--- config.mk ---
export PLATFORM = sky130hd
export DESIGN_NAME = mem_arbiter
export DESIGN_NICKNAME = d
export VERILOG_FILES = /design/src/rtl/mem_arbiter.sv
export SDC_FILE = /design/constraint.sdc
export NUM_CORES = 1
export LEC_CHECK = 0
export CAP_MARGIN = 5
export CORE_AREA = 2 2 285 287
export DETAILED_ROUTE_END_ITERATION = 7
export DIE_AREA = 0 0 287 289
export PLACE_DENSITY_LB_ADDON = 0.05
export SYNTH_ARGS = -nofsm -noshare
export SYNTH_HDL_FRONTEND = slang
export SYNTH_SLANG_ARGS = --single-unit
export TNS_END_PERCENT = 20
--- constraint.sdc ---
create_clock -name CLK -period 2.2 [get_ports CLK]
set_input_delay 0.55 -clock CLK [delete_from_list [all_inputs] [get_ports CLK]]
set_output_delay 0.55 -clock CLK [all_outputs]
set_load 0.005 [all_outputs]
--- src/rtl/mem_arbiter.sv ---
// mem_arbiter
//
// Shares one main-memory block port between the instruction cache and the
// data cache. Each cache issues whole-block refills (reads) or write-backs
// (writes); the arbiter serialises them onto the memory port. It returns the
// refill block to the winning cache and releases that side's busywait for
// exactly one cycle.
//
// Parameters
//   ADDR_W  - block-address width (byte address bits [31:4])
//   BLOCK_W - block width in bits
//
// Ports
//   CLK, RESET          - clock, synchronous active-high reset
//   I_READ, I_ADDRESS   - I-cache refill request and block address
//   I_READDATA          - refill block returned to the I-cache
//   I_BUSYWAIT          - I-side stall
//   D_READ, D_WRITE     - D-cache refill / write-back request
//   D_ADDRESS           - D-side block address
//   D_WRITEDATA         - write-back block
//   D_READDATA          - refill block returned to the D-cache
//   D_BUSYWAIT          - D-side stall
//   M_READ, M_WRITE     - memory read / write strobes
//   M_ADDRESS           - memory block address
//   M_WRITEDATA         - memory write block
//   M_READDATA          - memory read block, valid when M_BUSYWAIT falls
//   M_BUSYWAIT          - memory busy
module mem_arbiter #(
    parameter int unsigned ADDR_W  = 28,
    parameter int unsigned BLOCK_W = 128
) (
    input  logic               CLK,
    input  logic               RESET,

    input  logic               I_READ,
    input  logic [ADDR_W-1:0]  I_ADDRESS,
    output logic [BLOCK_W-1:0] I_READDATA,
    output logic               I_BUSYWAIT,

    input  logic               D_READ,
    input  logic               D_WRITE,
    input  logic [ADDR_W-1:0]  D_ADDRESS,
    input  logic [BLOCK_W-1:0] D_WRITEDATA,
    output logic [BLOCK_W-1:0] D_READDATA,
    output logic               D_BUSYWAIT,

    output logic               M_READ,
    output logic               M_WRITE,
    output logic [ADDR_W-1:0]  M_ADDRESS,
    output logic [BLOCK_W-1:0] M_WRITEDATA,
    input  logic [BLOCK_W-1:0] M_READDATA,
    input  logic               M_BUSYWAIT
);

    typedef enum logic [2:0] {
        StIdle,
        StIReq,
        StIWait,
        StIDone,
        StDReq,
        StDWait,
        StDDone
    } state_e;

    state_e state_q;

    // Tie-break priority: set means the D side wins the next tie. It is the
    // complement of "D was granted last"; out of reset D has priority, and
    // every grant hands priority to the other side so ties alternate.
    logic d_first_q;

    logic d_req;
    logic grant_i;
    logic grant_d;

    always_comb begin
        d_req   = D_READ | D_WRITE;
        grant_d = d_req & (~I_READ | d_first_q);
        grant_i = I_READ & ~grant_d;
    end

    // Combinational stall: only the DONE state of a side releases it.
    assign I_BUSYWAIT = I_READ & (state_q != StIDone);
    assign D_BUSYWAIT = d_req & (state_q != StDDone);

    always_ff @(posedge CLK) begin
        if (RESET) begin
            state_q     <= StIdle;
            d_first_q   <= 1'b1;
            M_READ      <= 1'b0;
            M_WRITE     <= 1'b0;
            M_ADDRESS   <= '0;
            M_WRITEDATA <= '0;
            I_READDATA  <= '0;
            D_READDATA  <= '0;
        end else begin
            case (state_q)
                StIdle: begin
                    if (grant_d) begin
                        state_q     <= StDReq;
                        d_first_q   <= 1'b0;
                        // Read and write together is treated as a write-back.
                        M_READ      <= ~D_WRITE;
                        M_WRITE     <= D_WRITE;
                        M_ADDRESS   <= D_ADDRESS;
                        M_WRITEDATA <= D_WRITEDATA;
                    end else if (grant_i) begin
                        state_q   <= StIReq;
                        d_first_q <= 1'b1;
                        M_READ    <= 1'b1;
                        M_WRITE   <= 1'b0;
                        M_ADDRESS <= I_ADDRESS;
                    end
                end

                // Memory may not have registered the strobe yet, so its
                // busywait is not meaningful in the request cycle.
                StIReq: state_q <= StIWait;
                StDReq: state_q <= StDWait;

                StIWait: begin
                    if (!M_BUSYWAIT) begin
                        I_READDATA <= M_READDATA;
                        M_READ     <= 1'b0;
                        state_q    <= StIDone;
                    end
                end

                StDWait: begin
                    if (!M_BUSYWAIT) begin
                        if (M_READ) begin
                            D_READDATA <= M_READDATA;
                        end
                        M_READ  <= 1'b0;
                        M_WRITE <= 1'b0;
                        state_q <= StDDone;
                    end
                end

                // One release cycle; arbitration resumes in the next IDLE.
                StIDone: state_q <= StIdle;
                StDDone: state_q <= StIdle;

                default: begin
                    state_q <= StIdle;
                    M_READ  <= 1'b0;
                    M_WRITE <= 1'b0;
                end
            endcase
        end
    end

endmodule

# Word-level counts from Yosys, hierarchy flattened
# Cells that the tools add are included.
dict set report classes {
  eq_ne 12
  muxes 15
  bitwise_logic 12
  n_reduce_logical 12
}
# op n
set op_table {}
lappend op_table {{28-bit 2-to-1 mux} 2}
lappend op_table {{3-bit case mux with 5 select lines} 1}
lappend op_table {{3-bit 2-to-1 mux} 4}
lappend op_table {{3-bit AND reduction} 4}
lappend op_table {{3-bit == test (second input constant)} 3}
lappend op_table {{3-bit by 2-bit == test with 1-bit output (second input constant)} 2}
lappend op_table {{1-bit 2-to-1 mux} 6}
lappend op_table {{2-bit != test (second input constant)} 3}
lappend op_table {{3-bit != test (second input constant)} 2}
lappend op_table {{1-bit NOT} 6}
lappend op_table {{1-bit case mux with 3 select lines} 2}
lappend op_table {{2-bit AND reduction} 3}
lappend op_table {{5-bit OR reduction} 1}
lappend op_table {{1-bit AND} 4}
lappend op_table {{4-bit OR reduction} 1}
lappend op_table {{3-bit by 1-bit == test with 1-bit output (second input constant)} 1}
lappend op_table {{3-bit zero test} 1}
lappend op_table {{3-bit by 2-bit != test with 1-bit output (second input constant)} 1}
lappend op_table {{1-bit OR} 2}
lappend op_table {{2-bit nonzero test} 1}
lappend op_table {{2-bit OR reduction} 1}
dict set report totals {
  reg_bits 418
  in_bits 318
  out_inout_bits 416
}

# Depth between registers and ports, before layout
dict set report depth {
  word_depth 8
  depth_mapped 7
  mapped_depth_nobuf 4
}

# Least setup slack after synthesis
# No wires, ideal clock.
dict set report synth_path {
  path_kind {reg-to-reg}
  start {reg state_q[2]}
  end {reg M_WRITEDATA[100]}
  setup_time_ps 132
  arrival_ps 1504
  t_required_ps 2068
  path_slack_ps 564
  stages_incl_launch_ff 7
  path_buffers 2
  synth_period_minus_slack_ps 1636
  cell_sequence {dfxtp_1 > or3_4 > or3_1 > buf_4 > buf_4 > nand2_1 > a21oi_1}
}
dict set report synth_via {
  elab_chain_len 2
}
# element line
set synth_rtl {}
lappend synth_rtl {{start: declaration} 65} ;# state_e state_q;
lappend synth_rtl {{start signal: assignment} 88} ;# state_q <= StIdle;
lappend synth_rtl {{start signal: assignment} 100} ;# state_q <= StDReq;
lappend synth_rtl {{start signal: assignment} 108} ;# state_q <= StIReq;
lappend synth_rtl {{3-bit zero test} 97} ;# case (state_q)
lappend synth_rtl {{2-bit AND reduction (no source line)} -}
lappend synth_rtl {{end signal: assignment} 93} ;# M_WRITEDATA <= '0;
lappend synth_rtl {{end signal: assignment} 106} ;# M_WRITEDATA <= D_WRITEDATA;
lappend synth_rtl {{end: declaration} 50} ;# output logic [BLOCK_W-1:0] M_WRITEDATA,
# Every way passes these cells.
# A chain may end at the register's enable or synchronous reset.

# Worst setup path after layout
dict set report layout_path {
  start {reg M_WRITEDATA[15]}
  end {out M_WRITEDATA[15]}
}
# No word-level cell between the ends.

==> results.py <==
metrics = {
    "pwr": {
        "switchingPower_mw": 7.62,
        "p_per_area_nw_per_um2": 985,
        "fin_total_pwr_mw": 25.1,
        "leakagePower_nw": 8.97,
        "combPwrFrac": 0.289,
        "swShare": 0.303,
        "intPower_mw": 17.5,
        "vdd.ir_drop.worst_v": 0.000492,
        "p_seq_frac": 0.366,
        "p_clk_frac": 0.345,
    },
    "logic_synthesis": {
        "ys_ff_latch": 418,
        "synthTopCellsByArea": "dfxtp_1 (57%), nand2_1 (20%), a21oi_1 (13%)",
        "ys_seq_area_frac": 0.568,
        "netlist_area_um2": 14700,
        "synth_edf_count": 0,
        "synth_top_area_share": 0.568,
        "synthesis.nets": 2165,
        "ys_types": 29,
        "syn_inst": 1846,
        "ys.flop_type": "dfxtp_1",
        "ys_async_sr_fraction": 0,
        "yosysTopAreaCell": "dfxtp_1",
        "syn_avg_cell_area_um2": 7.98,
        "ys_warn_count": 0,
    },
    "floorplanning": {
        "rows": 104,
        "io_pins": 734,
        "core_area_um2": 79900,
        "die_w_um": 287,
        "dieArea_um2": 82900,
        "start_util": 0.184,
        "die-height_um": 289,
    },
    "timing": {
        "grt_setup_unrepaired": "false",
        "tightestPinTransition_ps": 382,
        "period_share": 0.966,
        "hold_viol": 0,
        "skew_ps": 22.7,
        "slew_viol_final": 0,
        "max_freq_mhz": 471,
        "setup_violations": 0,
        "setup_slack_ps": 75.5,
        "slew_headroom": 0.745,
        "min_period_ps": 2120,
        "holdWs_ps": 325,
        "tns_ps": 0,
    },
    "global_routing": {
        "top_usage_layer": "met2",
        "gr-total-overflow": 0,
        "grtUsageMet3": 0.0649,
        "grt_max_degree": 78,
        "grt_usage": 0.170,
        "grt_pass1_vias": 15000,
        "grt_use_met2": 0.314,
        "grt_antenna_before_repair": 11,
        "use_met1": 0.183,
        "grt_pass1_wl_mm": 105,
    },
    "worst_setup_path": {
        "cp_max_fo": 2,
        "worst_ep_required_time_ps": 1650,
        "crit_family": "buffers and inverters",
        "cp-end-kind": "primary output",
        "crit_chain": "clkdlybuf4s50_1",
        "path_buf_inv": 1,
        "cpMaxStageDelayCell": "clkdlybuf4s50_1",
        "arrival_ps": 1570,
        "critical_path.max_stage_delay_ps": 660,
        "path_class": "flip-flop to primary output",
        "startpoint_type": "flip-flop",
    },
    "job": {
        "maxCapViolCount": 0,
    },
    "placed_design": {
        "place_congestion": 0.827,
        "dp_hpwl_mm": 56.2,
        "dp_cells": 3578,
        "dpl-instance-area_um2": 23800,
        "post-place-ws_ps": -211,
        "io_buffers": 733,
    },
    "detailed_routing": {
        "drtPass1Iterations": 6,
        "routed_via_density": 4.11,
        "drcViolationCount": 0,
        "drt_iter0_markers": 613,
        "finalWirelength_mm": 74.1,
        "routedWlPerCell_um": 20.2,
        "ant_nets": 0,
        "vias": 15100,
    },
    "clocking": {
        "cts_buffer_depth": 3,
        "postCtsHoldBufs": 0,
        "cts_buffers": 54,
        "clock-sinks": 418,
        "clock_latency_ps": 610,
        "cts-root-buf": "clkbuf_16",
        "clk_pin_slew_ps": 60,
        "cts_tree": "done",
        "cts.htree.levels": 2,
    },
    "layout": {
        "drive_gt1_frac": 0.0662,
        "stdcell_area_um2": 25500,
        "nets": 2893,
        "final_cells": 3676,
        "final_cell_mix": "nand2_1 (772), clkdlybuf4s50_1 (716), dfxtp_1 (416), a21oi_1 (387), clkbuf_16 (54)",
        "post-route-util": 0.319,
        "area_growth_pct": 72.9,
        "final_common_cell": "nand2_1",
    },
    "worst_hold_path": {
        "hold_class": "input port to flip-flop",
    },
    "status": {
        "status": "finished, final reports clean",
    },
}
==> final timing paths <==
| check | start | slack [ps] | cells past startpoint | end |
|---|---|---|---|---|
| worst max-delay path | M_WRITEDATA[15] | 80 | 1 | M_WRITEDATA[15] |
| worst max register to register | state_q[0] | 280 | 6 | M_WRITEDATA[109] |
| worst min-delay path | RESET | 330 | 2 | I_READDATA[106] |
| worst min register to register | D_READDATA[103] | 450 | 2 | D_READDATA[103] |
==> cells in the mapped netlist, types with 2 or more instances <==
library cell / number
a211oi_1: 28
nand3_1: 3
nand2_1: 772
a221oi_1: 2
buf_2: 57
buf_6: 5
dfxtp_1: 418
inv_1: 4
nand2b_1: 4
mux2i_1: 30
clkbuf_1: 73
a21oi_1: 387
o21ai_0: 4
nor3_1: 4
nor2_1: 33
nor3b_1: 2
buf_4: 8
==> worst register-to-register path, delay by kind of cell (launching register included) <==
kind / cells / cell delay, ps
buf+inv: 2 / 400
flops: 1 / 320
simple gates: 3 / 1020
compound gates: 1 / 60
==> cell type report <==
type,count,area (µm²)
diodes,3,7.51
clock buffers,84,1590
clock inverters,11,128
fillers,8502,54400
inverters,4,15.0
multi-input cells,1281,5730
flip-flops and latches,418,8370
well taps,1060,1330
repair buffers,815,8320
==> routing by layer <==
layer  part of all wire  wire length, µm
met3              0.087             6450
met4              0.015             1130
met5             0.0013               95
met2               0.52            38400
met1               0.38            28000
==> kinds of logic after synthesis <==
kind of cell / count (synthesis) / synth area share
AOI/OAI and AO/OA: 424 / 0.150
muxes: 30 / 0.0204
xor gates and xnor gates: 1 / 0.000594
DFF: 418 / 0.568
and+or+nand+nor: 825 / 0.214
adders and majority gates: 1 / 0.000849
buffers and inverters: 147 / 0.0469
==> power by group through the flow <==
stage               clock [mW]  combinational [mW]  sequential (mW)
finish                    8.67                7.26             9.19
global route              9.35                7.89             9.32
CTS                       9.04                7.44             9.20
detailed placement           0                7.43             9.36
global placement             0                7.43             9.31
floorplan                    0                2.91             9.37
==> flip-flops by register name, summed over array words and instances (netlist names) <==
signal and flops:
D_READDATA 128, M_WRITE 1, d_first_q 1, I_READDATA 128, M_WRITEDATA 128, M_READ 1
M_ADDRESS 28, state_q 3
==> repair_timing <==
item / 4_1_cts / 5_1_grt
setup endpoints to repair: 14 / 1
buffers inserted: 0 / 0
resized for setup: 20 / 1
hold endpoints to repair: 0 / 0
Note: power is estimated with default switching activity, not from simulation.
